### src/rtl/pipe_sched.sv
// rtl/pipe_sched.sv - 5-stage pipeline sequencer: run/halt/step FSM, hazard stalls, regfile port-A arbitration
// Optional PIPE_SCHED_PERF_EN adds saturating cycle and stall counters.
module pipe_sched #(
    parameter int RA_W  = 3,
    parameter int CNT_W = 16
) (
    input  logic             CLK,
    input  logic             RST,
    input  logic             PAUSE,
    input  logic             STEP_PULSE,
    input  logic [RA_W-1:0]  ID_rs,
    input  logic             ID_rs_used,
    input  logic [RA_W-1:0]  ID_rt,
    input  logic             ID_rt_used,
    input  logic             IDEX_memread,
    input  logic [RA_W-1:0]  IDEX_wa,
    input  logic             WB_regwrite,
    output logic             pc_we,
    output logic             ifid_we,
    output logic             idex_we,
    output logic             idex_bubble,
    output logic             exmem_we,
    output logic             memwb_we,
    output logic             rf_we,
    output logic             halted,
    output logic [CNT_W-1:0] cyc_cnt,
    output logic [CNT_W-1:0] stall_cnt
);

    typedef enum logic [1:0] {
        S_HALT = 2'd0,
        S_RUN  = 2'd1,
        S_STEP = 2'd2
    } state_t;

    state_t state;

    always_ff @(posedge CLK) begin
        if (RST) begin
            state <= S_HALT;
        end else begin
            case (state)
                S_HALT: begin
                    if (!PAUSE)
                        state <= S_RUN;
                    else if (STEP_PULSE)
                        state <= S_STEP;
                    else
                        state <= S_HALT;
                end
                S_RUN:   state <= PAUSE ? S_HALT : S_RUN;
                S_STEP:  state <= S_HALT;
                default: state <= S_HALT;
            endcase
        end
    end

    logic adv;
    logic load_use;
    logic port_a_conflict;
    logic stall;

    assign adv = (state == S_RUN) || (state == S_STEP);

    assign load_use = IDEX_memread &&
                      ((ID_rs_used && (ID_rs == IDEX_wa)) ||
                       (ID_rt_used && (ID_rt == IDEX_wa)));

    // WB owns port A whenever it writes; the ID rs read is retried after the bubble.
    assign port_a_conflict = WB_regwrite && ID_rs_used;

    assign stall = adv && (load_use || port_a_conflict);

    assign idex_we     = adv;
    assign exmem_we    = adv;
    assign memwb_we    = adv;
    assign pc_we       = adv && !stall;
    assign ifid_we     = adv && !stall;
    assign idex_bubble = stall;
    assign rf_we       = adv && WB_regwrite;
    assign halted      = (state == S_HALT);

`ifdef PIPE_SCHED_PERF_EN
    localparam logic [CNT_W-1:0] CNT_ONE = {{(CNT_W-1){1'b0}}, 1'b1};
    localparam logic [CNT_W-1:0] CNT_MAX = {CNT_W{1'b1}};

    logic [CNT_W-1:0] cyc_q;
    logic [CNT_W-1:0] stall_q;

    always_ff @(posedge CLK) begin
        if (RST) begin
            cyc_q   <= '0;
            stall_q <= '0;
        end else begin
            if (adv && (cyc_q != CNT_MAX))
                cyc_q <= cyc_q + CNT_ONE;
            if (stall && (stall_q != CNT_MAX))
                stall_q <= stall_q + CNT_ONE;
        end
    end

    assign cyc_cnt   = cyc_q;
    assign stall_cnt = stall_q;
`else
    assign cyc_cnt   = '0;
    assign stall_cnt = '0;
`endif

endmodule
### config.mk
export PLATFORM = sky130hd
export DESIGN_NAME = pipe_sched
export DESIGN_NICKNAME = d
export VERILOG_FILES = /design/src/rtl/pipe_sched.sv
export SDC_FILE = /design/constraint.sdc
export NUM_CORES = 1
export LEC_CHECK = 0
export ABC_AREA = 1
export CORE_ASPECT_RATIO = 0.9
export CORE_MARGIN = 1
export CORE_UTILIZATION = 25
export DETAILED_ROUTE_END_ITERATION = 8
export GPL_ROUTABILITY_DRIVEN = 0
export PLACE_DENSITY = 0.76
export SYNTH_ARGS = -nofsm -noshare
export SYNTH_HDL_FRONTEND = slang
export SYNTH_SLANG_ARGS = --single-unit
### constraint.sdc
create_clock -name CLK -period 1.26 [get_ports CLK]
set_input_delay 0.315 -clock CLK [delete_from_list [all_inputs] [get_ports CLK]]
set_output_delay 0.315 -clock CLK [all_outputs]
set_load 0.05 [all_outputs]
Word level (Yosys, flattened, before mapping)
Cells that the tools add are included.
{ "op_classes": {"n_addsub": 0, "multipliers": 0, "n_div": 0, "order_cmp": 0, "n_eq_ne": 4, "n_shift": 0, "mux": 4, "bitwise_logic": 0, "n_reduce_logical": 12} }
{ "op_table": {"columns": ["cell", "count"], "rows": [
  ["$logic_and A1 B1 Y1", 7],
  ["$eq A3 B3 Y1", 2],
  ["$mux W2", 2],
  ["$pmux W2 S2", 1],
  ["$logic_or A1 B1 Y1", 3],
  ["$eq A2 B1 Y1 const B", 1],
  ["$eq A2 B2 Y1 const B", 1],
  ["$logic_not A2 Y1", 1],
  ["$logic_not A1 Y1", 1],
  ["$mux W1", 1]
]} }
{ "word_totals": {"register_bits": 2, "latch_bits": 0, "ram_bits": 0, "romBits": 0, "in_bits": 17, "out_inout_bits": 40, "elab_cells": 21, "n_memories": 0} }

Depth between registers and ports, before layout
Gate-level depths: netlist of run 1.
{ "depth": {"word_depth": 8, "ltp_mapped": 10, "depth_no_buf": 9} }

Worst setup path before layout of run 1
Ideal clock, no wire load.
{ "synth_timing": {"kind": "register to output", "startpoint": "register state[0]", "endpoint": "output pc_we", "arrival_ps": 2131, "required_ps": 945, "path_slack_ps": -1186, "path_stages_with_launch": 6, "path_buffers": 1, "cell_sequence": "dfxtp_1 > inv_1 > ha_1 > inv_1 > nor2_1 > buf_4"} }
{ "synth_between": {"elab_chain_len": 5} }
{ "synth_rtl": {"columns": ["element", "line_no", "rtl"], "rows": [
  ["start: declaration", "36", "state_t state;"],
  ["start signal: assignment", "51", "S_RUN: state <= PAUSE ? S_HALT : S_RUN;"],
  ["$eq A2 B1 Y1 or $eq A2 B2 Y1 (tied branches)", "63", "assign adv = (state == S_RUN) || (state == S_STEP);"],
  ["$logic_or A1 B1 Y1 *", "63", null],
  ["via exmem_we", "22", "output logic exmem_we,"],
  ["$logic_and A1 B1 Y1", "72", "assign stall = adv && (load_use || port_a_conflict);"],
  ["$logic_not A1 Y1", null, null],
  ["$logic_and A1 B1 Y1 *", null, null],
  ["end: declaration", "18", "output logic pc_we,"]
]} }
The timed path passes the listed nets; every way through them passes the cells marked *.

Final worst setup path of run 1
{ "layout_timing": {"startpoint": "register state[0]", "endpoint": "output idex_bubble"} }
{ "layout_between": {"elab_chain_len": 3} }
{ "layout_rtl": {"columns": ["element", "line_no", "rtl"], "rows": [
  ["$eq A2 B1 Y1 or $eq A2 B2 Y1 (tied branches)", "63", null],
  ["$logic_or A1 B1 Y1 *", "63", null],
  ["$logic_and A1 B1 Y1 *", "72", null],
  ["end: declaration", "21", "output logic idex_bubble,"]
]} }
Every way passes the cells marked *; elsewhere a longest branch is shown, timed or not.

==> results.json, run 1 <==
{
  "finalWorstSetupSlack_ns": -0.263,
  "vias_per_cell": 3.42,
  "gr-total-overflow": 0,
  "finalHoldViolCount": 0,
  "coreArea_sq_um": 1930,
  "ir_drop_v": 0.000272,
  "finalSetupTns_ns": -1.54,
  "worstPathMaxFanout": 3,
  "violations": "setup timing",
  "io_pins": 57,
  "setup.worst_path.start_class": "register",
  "cpMaxStageDelayCell": "dfxtp_2",
  "cts_buffers": 3,
  "finalPower_mw": 0.743,
  "synth_top_area_cell": "buf_4",
  "cts_tree": "yes",
  "yosys_warnings": 0,
  "postCtsSetupRepairBufs": 0,
  "slowest_delay_ns": 0.32,
  "max_freq_mhz": 656,
  "regMostFlops": "state",
  "synth_cell_types": 13,
  "clockBufferDepth": 2,
  "max_cap_viol_count": 0,
  "fin_worst_skew_ns": 0.00106,
  "ant_nets": 0,
  "io_buffers": 24,
  "wirelength_met1_um": 265,
  "layoutNonFillerInstCount": 137,
  "path_class": "register to output pin",
  "first_global_vias": 387,
  "ys_seq_area_share_pct": 7.69,
  "slew_viol_final": 0,
  "placed_cells_incl_taps": 134,
  "cp-startpoint": "state[0]",
  "synth_top_cell_area_share_pct": 50.5,
  "worstPathArrival_ns": 1.21,
  "grt_max_degree": 5,
  "crit_chain": "inv_2, ha_4, inv_4, a21oi_2, buf_12",
  "area_growth_pct": 52.4,
  "std_cell_rows": 15,
  "dieArea_sq_um": 2270,
  "whs_ns": 0.646,
  "wl_met3_um": 88,
  "grt_pass1_wl_mm": 1.44,
  "dp_hpwl_um": 875,
  "die_w_um": 50.1,
  "initial_utilization_pct": 26.9,
  "dr.max_layer_used": "met4",
  "period_share_pct": 121,
  "hold_start": "STEP_PULSE",
  "drive_gt1_share_pct": 40.2,
  "rr_startpoint": "state[1]",
  "drtIter0Drc": 3,
  "wl_per_cell_um": 7.13,
  "cp.required_ns": 0.94,
  "setup_violations": 7,
  "synth_area_leaders": "buf_4 50%, nand2_1 16%, inv_1 7.9%",
  "netlist_area_sq_um": 520,
  "htree_levels": 1,
  "place_ws_ns": -0.675,
  "dieHeight_um": 45.3,
  "nets": 133,
  "nFillCells": 208,
  "rsz0062_at_grt": "yes",
  "track_usage_pct": 8.92,
  "post-route-min-period_ns": 1.52,
  "vias": 469,
  "wl_met2_um": 610,
  "holdBufCountCts": 0,
  "clk_latency_ns": 0.22,
  "antenna_found_initial": 0,
  "ff_latch_area_sq_um": 41.3,
  "routed_wl_um": 977,
  "syn_inst": 87,
  "clock_sinks": 2,
  "dr.pass1.iters": 2,
  "clockRootBuffer": "clkbuf_4",
  "status": "complete, but fails checks",
  "top_regs": "state: 2 flops",
  "powerDensity_nw_per_um2": 937,
  "insertedDiodeCount": 0,
  "worstSetupEndpointType": "output pin",
  "clk_pin_slew_ns": 0.03,
  "largest_register_ffs": 2,
  "multi_input_area_sq_um": 329,
  "synth-seq-cells": 2,
  "p_leak_nw": 0.437,
  "hp-class": "input pin to register",
  "drc": 0,
  "syn_avg_cell_area_sq_um": 5.98
}
## path summary, 6_finish.rpt
| check | end | slack [ns] | cells past startpoint |
|---|---|---|---|
| worst min-delay path | state[1] | 0.65 | 3 |
| worst max-delay path | idex_bubble | -0.26 | 5 |
| worst max register to register | state[0] | 0.35 | 5 |
| worst min register to register | state[1] | 0.69 | 4 |
## where the power goes
part,switching (mW),total (mW),internal [mW],leakage [nW]
clock network,0.0330,0.138,0.105,0.0138
logic,0.375,0.536,0.161,0.406
registers,0.00184,0.0695,0.0677,0.0168
## cell usage in the layout, fill, tap and decap left out
| cell type | netlist | routed |
|---|---|---|
| clkbuf_4 | 0 | 3 |
| nand2_2 | 1 | 8 |
| dlygate4sd2_1 | 0 | 1 |
| ha_4 | 0 | 1 |
| buf_12 | 0 | 8 |
| nand2_1 | 22 | 15 |
| clkdlybuf4s15_1 | 0 | 1 |
| buf_6 | 0 | 3 |
| clkinvlp_4 | 0 | 1 |
| buf_2 | 0 | 6 |
| buf_8 | 0 | 1 |
| conb_1 | 1 | 32 |
| nand3_1 | 1 | 1 |
| ha_1 | 2 | 1 |
| inv_2 | 1 | 4 |
| nor3_1 | 1 | 1 |
| nor2_2 | 1 | 2 |
| clkdlybuf4s50_1 | 0 | 4 |
| inv_1 | 11 | 4 |
| nor2_1 | 8 | 6 |
| dfxtp_1 | 2 | 1 |
| a21oi_2 | 1 | 1 |
| buf_4 | 35 | 2 |
| dfxtp_2 | 0 | 1 |
| nor2_4 | 0 | 1 |
| inv_4 | 0 | 3 |
## Yosys cell counts, drive strengths merged
master,number
conb,1
a21oi,1
buf,35
dfxtp,2
nand2,23
ha,2
nand3,1
nor2,9
inv,12
nor3,1
## metrics by stage
stage / instance area, sq um / utilization, %
finish: 793 / 41.0
global route: 793 / 41.0
CTS: 756 / 39.1
detailed placement: 768 / 39.7
global placement: 768 / 39.7
floorplan: 668 / -
## cells by family (layout without fill, tap and decap cells)
family	count (synthesis)	count (layout)	synth area share [%]
AO/OA/AOI/OAI	1	1	1.68
flip-flops	2	2	7.69
other	1	32	0.720
buffers and inverters	47	41	59.1
adder cells (fa/ha/maj)	2	2	4.81
AND/OR/NAND/NOR	34	34	26.0
## final cells by class
cell class / instances / area share, %
timing repair buffer: 26 / 39.4
inverter: 12 / 7.10
multi-input combinational: 69 / 41.5
sequential: 2 / 5.21
tap: 25 / 3.94
clock buffer: 3 / 2.84
## timing repair
action	CTS	global route
cloned	0	0
setup endpoints to repair	7	7
endpoints found under the hold margin	0	0
gates resized for setup	43	17
pin swaps	20	15
## worst max-delay path, delay by kind of cell, from the launching register on
| family | cells | cell delay (ns) |
|---|---|---|
| buffers and inverters | 3 | 0.23 |
| AOI/OAI and AO/OA | 1 | 0.14 |
| adders and majority gates | 1 | 0.28 |
| DFF | 1 | 0.32 |
## routing by layer
layer / track usage (%) / up-vias
li1: - / 237
met4: 6.86 / 0
met2: 19.5 / 25
met5: 0 / -
met3: 3.03 / 2
met1: 5.99 / 205
Note: power is estimated with default switching activity, not from simulation.
==> run 2, diff against run 1 <==
Settings changed: MAX_ROUTING_LAYER from default to met4, TNS_END_PERCENT from default to 20.
==> results.json, run 2 (synthesis results as in run 1) <==
{
  "status": "complete, but fails checks",
  "violations": "setup timing",
  "netSwitchingPower_mw": 0.420,
  "worstPathMaxFanout": 3,
  "gr-total-overflow": 0,
  "die_w_um": 50.1,
  "io_buffers": 24,
  "antenna_found_initial": 0,
  "path_class": "register to output pin",
  "post-route-min-period_ns": 1.54,
  "finalSetupTns_ns": -1.70,
  "vias_per_cell": 3.33,
  "clk_pin_slew_ns": 0.03,
  "most-common-layout-cells": "32 x conb_1, 13 x nand2_2, 10 x nand2_1",
  "io_pins": 57,
  "finalWorstSetupSlack_ns": -0.279,
  "cts_tree": "yes",
  "drtIter0Drc": 1,
  "drive_gt1_share_pct": 49.1,
  "rsz0062_at_grt": "yes",
  "htree_levels": 1,
  "std_cell_rows": 15,
  "multi_input_area_sq_um": 339,
  "max_freq_mhz": 650,
  "regMostFlops": "state",
  "dieHeight_um": 45.3,
  "ff_latch_area_sq_um": 42.5,
  "clock_sinks": 2,
  "grt_max_degree": 5,
  "finalPower_mw": 0.761,
  "whs_ns": 0.640,
  "p_seq_share_pct": 9.2,
  "sw_frac_of_total_pct": 55.1,
  "max_cap_viol_count": 0,
  "place_ws_ns": -0.680,
  "final_common_cell": "conb_1",
  "clockBufferDepth": 2,
  "dr.pass1.iters": 3,
  "worstPathArrival_ns": 1.22,
  "vias": 463,
  "slew_viol_final": 0,
  "fin_worst_skew_ns": 0.00270,
  "drc": 0,
  "grt_pass1_wl_mm": 1.41,
  "track_usage_pct": 8.60,
  "top_regs": "state: 2 flops",
  "setup_violations": 7,
  "finalHoldViolCount": 0,
  "period_share_pct": 122,
  "clockRootBuffer": "clkbuf_4",
  "hp-class": "input pin to register",
  "ir_drop_v": 0.000445,
  "dp_hpwl_um": 871,
  "wl_per_cell_um": 7.73,
  "coreArea_sq_um": 1930,
  "area_growth_pct": 59.6,
  "p_clk_share_pct": 19.0,
  "initial_utilization_pct": 26.9,
  "cp.required_ns": 0.94,
  "worstSetupEndpointType": "output pin",
  "pwr-share-comb_pct": 71.8,
  "intPower_mw": 0.341,
  "clk_latency_ns": 0.22,
  "dieArea_sq_um": 2270,
  "routed_wl_mm": 1.07,
  "largest_register_ffs": 2,
  "cts_buffers": 3,
  "ant_nets": 0,
  "powerDensity_nw_per_um2": 916,
  "nets": 135,
  "insertedDiodeCount": 0,
  "nFillCells": 200,
  "first_global_vias": 383,
  "p_leak_nw": 0.471,
  "setup.worst_path.start_class": "register"
}
[run 2: power by group through the flow]
stage	clock, mW	combinational [mW]	sequential, mW
detailed placement	0	0.531	0.0704
finish	0.145	0.546	0.0702
global route	0.156	0.573	0.0705
CTS	0.155	0.519	0.0700
floorplan	0	0.455	0.0701
global placement	0	0.526	0.0704
[run 2: layout make-up]
cell class,instances,area share [%]
repair buffers,28,41.0
clock buffers,3,2.71
well taps,25,3.77
multi-input cells,69,40.8
flip-flops and latches,2,5.12
inverters,12,6.63
[run 2: per-stage QoR]
stage / util, % / cell area (sq um) / std cells
floorplan: - / 664 / 118
global placement: 39.9 / 772 / 135
detailed placement: 39.9 / 772 / 135
CTS: 38.8 / 751 / 138
global route: 43.0 / 831 / 139
finish: 43.0 / 831 / 139
[run 2: final timing paths]
check | start | to | slack, ns | cells past startpoint
worst max-delay path | state[0] | ifid_we | -0.28 | 5
worst min-delay path | STEP_PULSE | state[1] | 0.64 | 3
worst max register to register | state[1] | state[0] | 0.36 | 5
worst min register to register | state[1] | state[1] | 0.69 | 4
[run 2: routing by layer]
layer | wire, um | part of all wire, % | global-route usage [%] | up-vias
met2 | 737 | 69 | 19.2 | 18
li1 | - | - | - | 239
met5 | 0 | 0 | - | -
met4 | 0 | 0 | 5.14 | 0
met1 | 281 | 26 | 6.97 | 206
met3 | 56 | 5.2 | 0 | 0
[run 2: what timing repair did]
item	4_1_cts	5_1_grt
endpoints found under the hold margin	0	0
endpoints found under the setup margin	7	7
pin swaps	17	18
resized for setup	40	33
setup buffers	0	1
hold buffers	0	0
[run 2: critical path, stage by stage, from the launching register on]
cell and delay (ns):
dfxtp_2 0.33, inv_2 0.04, ha_4 0.28, inv_4 0.04, nor2_4 0.15, buf_12 0.16
==> run 3, diff against run 2 <==
Settings changed: CTS_CLUSTER_DIAMETER from default to 80.
==> results of run 3 <==
No change in the layout: final DEF, timing and power equal those of run 2.
